### config.mk
export PLATFORM = sky130hd
export DESIGN_NAME = serial_adder_flat
export DESIGN_NICKNAME = d
export VERILOG_FILES = /design/src/rtl/serial_adder_if.sv /design/src/rtl/serial_adder.sv /design/src/flat_wrapper.sv
export SDC_FILE = /design/constraint.sdc
export NUM_CORES = 1
export LEC_CHECK = 0
export ABC_CLOCK_PERIOD_IN_PS = 1600
export BUFFER_PORTS_ARGS = -buffer_cell sky130_fd_sc_hd__buf_2
export CAP_MARGIN = 20
export CORE_MARGIN = 4
export CORE_UTILIZATION = 30
export DETAILED_ROUTE_END_ITERATION = 12
export PLACE_DENSITY = 0.47
export SLEW_MARGIN = 20
export SYNTH_ARGS = -nofsm -noshare
export SYNTH_HDL_FRONTEND = slang
export SYNTH_SLANG_ARGS = --single-unit
### constraint.sdc
create_clock -name clk -period 1.6 [get_ports clk]
set_clock_uncertainty 0.1 [all_clocks]
set_input_delay 0.24 -clock clk [delete_from_list [all_inputs] [get_ports clk]]
set_output_delay 0.24 -clock clk [all_outputs]
set_load 0.1 [all_outputs]
### src/rtl/serial_adder_if.sv
// rtl/serial_adder_if.sv - start/busy/done handshake and operand/result bus for serial_adder
interface serial_adder_if #(
  parameter int WIDTH = 8
);
  logic             start;
  logic             sub;
  logic             cin;
  logic [WIDTH-1:0] a;
  logic [WIDTH-1:0] b;
  logic             busy;
  logic             done;
  logic [WIDTH-1:0] sum;
  logic             cout;
  logic             ovf;
  logic             zero;

  modport master (
    output start, sub, cin, a, b,
    input  busy, done, sum, cout, ovf, zero
  );

  modport slave (
    input  start, sub, cin, a, b,
    output busy, done, sum, cout, ovf, zero
  );
endinterface

### src/rtl/serial_adder.sv
// rtl/serial_adder.sv - digit-serial add/sub, LSB digit first; SERIAL_ADDER_FLAGS_EN enables ovf/zero
module serial_adder #(
  parameter int WIDTH = 8,
  parameter int DIGIT = 1
) (
  input  logic           clk,
  input  logic           rst_n,
  serial_adder_if.slave  bus
);
  localparam int N  = WIDTH / DIGIT;
  localparam int CW = (N > 1) ? $clog2(N) : 1;
  localparam logic [CW-1:0] LAST = CW'(N - 1);

  typedef enum logic {IDLE, RUN} state_t;

  state_t           state;
  logic [WIDTH-1:0] op_a;
  logic [WIDTH-1:0] op_b;
  logic [WIDTH-1:0] work;
  logic [WIDTH-1:0] sum_q;
  logic [CW-1:0]    cnt;
  logic             carry;
  logic             busy_q;
  logic             done_q;
  logic             cout_q;

  // Operands shift right each cycle, so the current digit is always the low DIGIT bits.
  logic [DIGIT:0]   cy;
  logic [DIGIT-1:0] dsum;
  logic [WIDTH-1:0] work_next;

  assign cy[0] = carry;

  for (genvar i = 0; i < DIGIT; i++) begin : g_fa
    assign dsum[i]  = op_a[i] ^ op_b[i] ^ cy[i];
    assign cy[i+1]  = (op_a[i] & op_b[i]) | (cy[i] & (op_a[i] ^ op_b[i]));
  end

  // New digit enters at the MSB side; after N digits the first one has reached bit 0.
  assign work_next = WIDTH'({dsum, work} >> DIGIT);

`ifdef SERIAL_ADDER_FLAGS_EN
  logic ovf_q;
  logic zero_q;

  // Flags are registered together with sum on the final-digit edge.
  always_ff @(posedge clk or negedge rst_n) begin
    if (!rst_n) begin
      ovf_q  <= 1'b0;
      zero_q <= 1'b0;
    end else if (state == RUN && cnt == LAST) begin
      ovf_q  <= cy[DIGIT-1] ^ cy[DIGIT];
      zero_q <= (work_next == '0);
    end
  end

  assign bus.ovf  = ovf_q;
  assign bus.zero = zero_q;
`else
  assign bus.ovf  = 1'b0;
  assign bus.zero = 1'b0;
`endif

  // Control FSM and datapath: accept in IDLE, one digit per cycle in RUN.
  always_ff @(posedge clk or negedge rst_n) begin
    if (!rst_n) begin
      state  <= IDLE;
      op_a   <= '0;
      op_b   <= '0;
      work   <= '0;
      sum_q  <= '0;
      cnt    <= '0;
      carry  <= 1'b0;
      busy_q <= 1'b0;
      done_q <= 1'b0;
      cout_q <= 1'b0;
    end else begin
      case (state)
        IDLE: begin
          done_q <= 1'b0;
          if (bus.start) begin
            op_a   <= bus.a;
            op_b   <= bus.sub ? ~bus.b : bus.b;
            carry  <= bus.sub ? 1'b1 : bus.cin;
            work   <= '0;
            cnt    <= '0;
            busy_q <= 1'b1;
            state  <= RUN;
          end
        end
        RUN: begin
          op_a  <= op_a >> DIGIT;
          op_b  <= op_b >> DIGIT;
          work  <= work_next;
          carry <= cy[DIGIT];
          cnt   <= cnt + CW'(1);
          if (cnt == LAST) begin
            sum_q  <= work_next;
            cout_q <= cy[DIGIT];
            done_q <= 1'b1;
            busy_q <= 1'b0;
            state  <= IDLE;
          end
        end
        default: state <= IDLE;
      endcase
    end
  end

  assign bus.busy = busy_q;
  assign bus.done = done_q;
  assign bus.sum  = sum_q;
  assign bus.cout = cout_q;
endmodule
### src/flat_wrapper.sv
// flat-port wrapper written by rule: the top's interface ports become plain ports
module serial_adder_flat 
#(
  parameter int WIDTH = 8,
  parameter int DIGIT = 1
)
  (clk, rst_n, bus_start, bus_sub, bus_cin, bus_a, bus_b, bus_busy, bus_done, bus_sum, bus_cout, bus_ovf, bus_zero);
  serial_adder_if #(.WIDTH(WIDTH)) bus_i ();
  input  logic clk;
  input  logic rst_n;
  input wire logic [$bits(bus_i.start)-1:0] bus_start;
  input wire logic [$bits(bus_i.sub)-1:0] bus_sub;
  input wire logic [$bits(bus_i.cin)-1:0] bus_cin;
  input wire logic [$bits(bus_i.a)-1:0] bus_a;
  input wire logic [$bits(bus_i.b)-1:0] bus_b;
  output wire logic [$bits(bus_i.busy)-1:0] bus_busy;
  output wire logic [$bits(bus_i.done)-1:0] bus_done;
  output wire logic [$bits(bus_i.sum)-1:0] bus_sum;
  output wire logic [$bits(bus_i.cout)-1:0] bus_cout;
  output wire logic [$bits(bus_i.ovf)-1:0] bus_ovf;
  output wire logic [$bits(bus_i.zero)-1:0] bus_zero;
  assign bus_i.start = bus_start;
  assign bus_i.sub = bus_sub;
  assign bus_i.cin = bus_cin;
  assign bus_i.a = bus_a;
  assign bus_i.b = bus_b;
  assign bus_busy = bus_i.busy;
  assign bus_done = bus_i.done;
  assign bus_sum = bus_i.sum;
  assign bus_cout = bus_i.cout;
  assign bus_ovf = bus_i.ovf;
  assign bus_zero = bus_i.zero;
  serial_adder #(.WIDTH(WIDTH), .DIGIT(DIGIT)) u_core (.clk(clk), .rst_n(rst_n), .bus(bus_i));
endmodule
* Yosys cells after proc, flatten, opt, wreduce, memory -nomap -nowiden *
Index checks and enable logic that the tools add are counted.

storage, ports and cells
  bits in registers = 40
  input port bits = 21
  output and inout bits = 13
  word-level logic and storage cells = 43

operators by class
  add/sub/neg operators = 1
  equal/unequal tests = 3
  multiplexer cells = 20
  bitwise operators = 7
  reduce and logical (&&, ||, !) cells = 2

operators by type and width
  operator             count
  $pmux 8 s2           3
  $mux 8               4
  $not 8->8            1
  $pmux 1 s2           4
  $mux 1               7
  $pmux 3 s2           1
  $ne 2x2->1 const B   2
  $reduce_and 2->1     2
  $add 3x1->3 const B  1
  $eq 3x3->1 const B   1
  $mux 3               1
  $and 1x1->1          2
  $xor 1x1->1          2
  $not 1->1            1
  $or 1x1->1           1

* Longest topological paths before layout *
  depth after elaboration = 4
  depth in mapped cells = 4
  depth with buffers taken out = 4

* Least setup slack after synthesis *
No wires, ideal clock.

  path kind = reg-to-reg
  start point = register u_core.cnt[0]
  end point = register u_core.cout_q (netlist: u_core.bus.cout)
  library setup time = 0.126 ns
  arrival time = 1.266 ns
  data required time = 1.374 ns
  setup slack = 0.108 ns
  stages on the path, launching flop included = 5
  buffers on the path = 0
  clock period less this slack = 1.492 ns
  cell sequence = dfrtp_1 -> ha_1 -> ha_1 -> nand2_2 -> mux2_2

on the way
  longest elaborated chain between the ends = 2

ends and longest elaborated chain
  element                     line                text
  start, declared             serial_adder.sv:21  logic [CW-1:0] cnt;
  start signal, assigned      serial_adder.sv:96  cnt <= cnt + CW'(1);
  $eq 3x3->1                  serial_adder.sv:97  if (cnt == LAST) begin
  $reduce_and 2->1 (no line)  n/a
  end signal, assigned        serial_adder.sv:99  cout_q <= cy[DIGIT];
  end, declared               serial_adder.sv:25  logic cout_q;

No other way between the ends.
A chain may end at the register's enable or synchronous reset.

* Worst setup path in the final report *
  start point = register u_core.cnt[0]
  end point = register u_core.sum_q[2] (netlist: u_core.bus.sum[2])

on the way
  longest elaborated chain between the ends = 2

ends and longest elaborated chain
  element                     line                text
  $eq 3x3->1                  serial_adder.sv:97
  $reduce_and 2->1 (no line)  n/a
  end signal, assigned        serial_adder.sv:98  sum_q <= work_next;
  end, declared               serial_adder.sv:20  logic [WIDTH-1:0] sum_q;

No other way between the ends.

==> reports/qor.csv <==
stage;metric;value;unit
worst_hold_path;hold_class;in -> reg;
layout;fin_area;2160;um2
logic_synthesis;yosysSeqAreaShare;0.538;
clock_network;post-cts-setup-buffers;0;
logic_synthesis;yosys_warnings;0;
power_and_ir_drop;p_int;2.53;mW
global_route;grt-ovfl-total;0;
global_route;grt_start_max_net_pins;44;
layout;fin_cells;257;
power_and_ir_drop;power_frac_comb;0.468;
sta;finalHoldViolCount;0;
clock_network;clock-sinks;39;
logic_synthesis;yosys-top-cells-area;dfrtp_1 (54%), mux2_2 (6.2%), o211ai_2 (4.8%);
drt;routed_wirelength;3.49;mm
logic_synthesis;ys_types;27;
logic_synthesis;yosysTopAreaCell;dfrtp_1;
logic_synthesis;synth-edff-count;0;
power_and_ir_drop;pwr-share-clk;0.177;
sta;max_freq;651;MHz
layout;final_nets;206;
logic_synthesis;async_flop_share;1.00;
logic_synthesis;synthCells;148;
drt;drtIter0Drc;32;
sta;tns;0;ns
critical_path;timing.rr.start;u_core.cnt[0];
critical_path;r2r_cells;4;
drt;routed_via_density;4.56;
layout;fill_cells;598;
clock_network;cts_tree;yes;
global_route;grt_pass1_vias;1247;
place;place_inst;248;
sta;timing.final.max_slew_violations;0;
place;place_area;2030;um2
drt;dr.pass1.iters;4;
logic_synthesis;ys.flop_type;dfrtp_1;
sta;final.min_clock_period;1.54;ns
drt;drc_errors;0;
sta;period_share;0.961;
logic_synthesis;synth_top_area_frac;0.538;
floorplanning;core_area;5890;um2
critical_path;worst_setup_path_start_kind;flop;
place;pre_cts_slack;-0.0106;ns
clock_network;clockRootBuffer;clkbuf_8;
clock_network;cts_buffers;5;
layout;drive_above_1_share;0.357;
run_status;status;finished, final reports clean;
sta;setup_ws;0.0629;ns
power_and_ir_drop;leakage;1.04;nW
clock_network;clk_pin_slew;0.08;ns
worst_hold_path;min_to;u_core.op_a[7];
critical_path;cp-end-kind;flop;
floorplanning;die_y;85.8;um
sta;rsz0062_at_grt;false;
global_route;grt_usage;0.102;
drt;num_vias;1173;
critical_path;crit_type;reg -> reg;
place;io_buffers;31;
logic_synthesis;yosys-top-cells-count;dfrtp_1 (39), nand2_1 (19), o21ai_0 (11), mux2_2 (10);
power_and_ir_drop;netSwitchingFraction;0.452;
logic_synthesis;avgSynthCellArea;12.3;um2
worst_hold_path;hold_path_depth;3;
logic_synthesis;synth_area;1810;um2
drt;ant_nets;0;
power_and_ir_drop;power.switching;2.08;mW
floorplanning;fp.dieW;85.8;um
critical_path;critPathMaxFanout;9;
global_route;grt_pass1_wl;5.87;mm
critical_path;reg2reg_slack;0.06;ns
logic_synthesis;ys_seq_elements;39;
power_and_ir_drop;peakVddDrop;0.980;mV
flow_run;timing.max_cap.violations;0;
sta;setup_viol;0;
clock_network;cts_max_path_buffers;2;
power_and_ir_drop;power_density;2130;nW/um2
clock_network;clk_latency;0.29;ns
global_route;antenna_found_initial;0;
floorplanning;io_pins;34;
layout;antenna_cells;0;
logic_synthesis;yosysMostFrequentCell;dfrtp_1;
worst_hold_path;worstHoldStart;bus_a[7];
critical_path;cp.required;1.68;ns
clock_network;htree_levels;2;
layout;area_delta_synth_final;19.1;%
floorplanning;dieArea;7360;um2
place;place_hpwl;2.39;mm
floorplanning;start_util;0.308;
critical_path;r2r_end;u_core.bus.sum[2];
floorplanning;rows;28;
place;gp_congestion;0.691;
critical_path;crit_arrival;1.62;ns
power_and_ir_drop;pwr-share-seq;0.354;
drt;wire_per_inst;13.6;um
stage by stage:
step	hold slack, ns	utilization	total power [mW]
final	0.106	0.367	4.61
after global routing	0.0945	0.367	4.90
after CTS	0.101	0.367	4.68
after detailed placement	0.132	0.345	3.82
after global placement	0.122	0.345	3.77
after floorplan	-0.156	-	3.41
worst max path at each step:
stage,slack (ns),cells past startpoint,from,endpoint
final,0.06,4,u_core.cnt[0],u_core.bus.sum[2]
after detailed placement,-0.01,4,u_core.cnt[0],u_core.bus.sum[2]
after CTS,0.04,4,u_core.cnt[0],u_core.bus.sum[2]
after global routing,0.001,4,u_core.cnt[0],u_core.bus.sum[6]
after global placement,0.04,4,u_core.cnt[0],u_core.bus.sum[6]
after floorplan,0.11,4,u_core.cnt[0],u_core.bus.cout
what timing repair did:
action	in CTS	in global routing
endpoints found under the hold margin	19	0
pin swaps	0	1
resized for setup	1	0
setup endpoints to repair	9	4
hold buffers	1	0
cells in the final DEF (no fill, tap or decap), types with 2 or more instances in the layout:
cell and n:
dfrtp_1 39, buf_2 31, nand2_1 19, o21ai_0 11, mux2_2 10, xnor2_1 8, mux2i_1 8, o211ai_2 7
nor2_1 5, a22o_1 5, clkbuf_8 5, nand2b_1 4, or3b_1 4, or3b_2 3, ha_1 3, conb_1 2
buf_4 2, buf_12 2
power groups by stage:
stage	Sequential (mW)	Clock, mW	Combinational [mW]
4_1_cts	1.64	0.855	2.19
5_1_grt	1.68	0.896	2.32
6_report	1.63	0.816	2.16
3_3_place_gp	1.64	0	2.14
3_5_place_dp	1.66	0	2.17
2_1_floorplan	2.49	0	0.923
cells by family (layout without fill, tap and decap cells):
group | Yosys count | after routing | share of synthesized area
xor gates and xnor gates | 8 | 8 | 0.0386
buffers and inverters | 12 | 45 | 0.0510
adders and majority gates | 4 | 4 | 0.0317
and+or+nand+nor | 38 | 38 | 0.111
DFF | 39 | 39 | 0.538
AOI/OAI and AO/OA | 28 | 28 | 0.121
muxes | 18 | 18 | 0.106
other | 1 | 2 | 0.00207
critical path: stages (launching register included):
cell,delay [ns]
dfrtp_1,0.39
ha_1,0.22
ha_1,0.23
nand2_4,0.14
mux2_2,0.35
area by class of cell:
| class | count | area, um2 | share of cell area |
|---|---|---|---|
| repair buffers | 36 | 220 | 0.102 |
| clock buffers | 5 | 68.8 | 0.0318 |
| clock inverters | 3 | 43.8 | 0.0203 |
| well taps | 75 | 93.8 | 0.0434 |
| inverters | 1 | 3.75 | 0.00174 |
| multi-input cells | 98 | 754 | 0.349 |
| flip-flops and latches | 39 | 976 | 0.452 |
sequential cells by signal, indices dropped and copies added (netlist names):
name	count
u_core.bus.sum	8
u_core.op_a	8
u_core.op_b	8
u_core.work	7
u_core.cnt	3
u_core.bus.busy	1
u_core.bus.cout	1
u_core.bus.done	1
u_core.carry	1
u_core.state	1
routing by layer:
layer | part of all wire | track usage | vias up
li1 | - | - | 571
met1 | 0.45 | 0.121 | 574
met2 | 0.48 | 0.168 | 23
met3 | 0.051 | 0.0336 | 5
met4 | 0.019 | 0.0432 | 0
met5 | 0 | 0 | -
(Power assumes the default switching activity.)
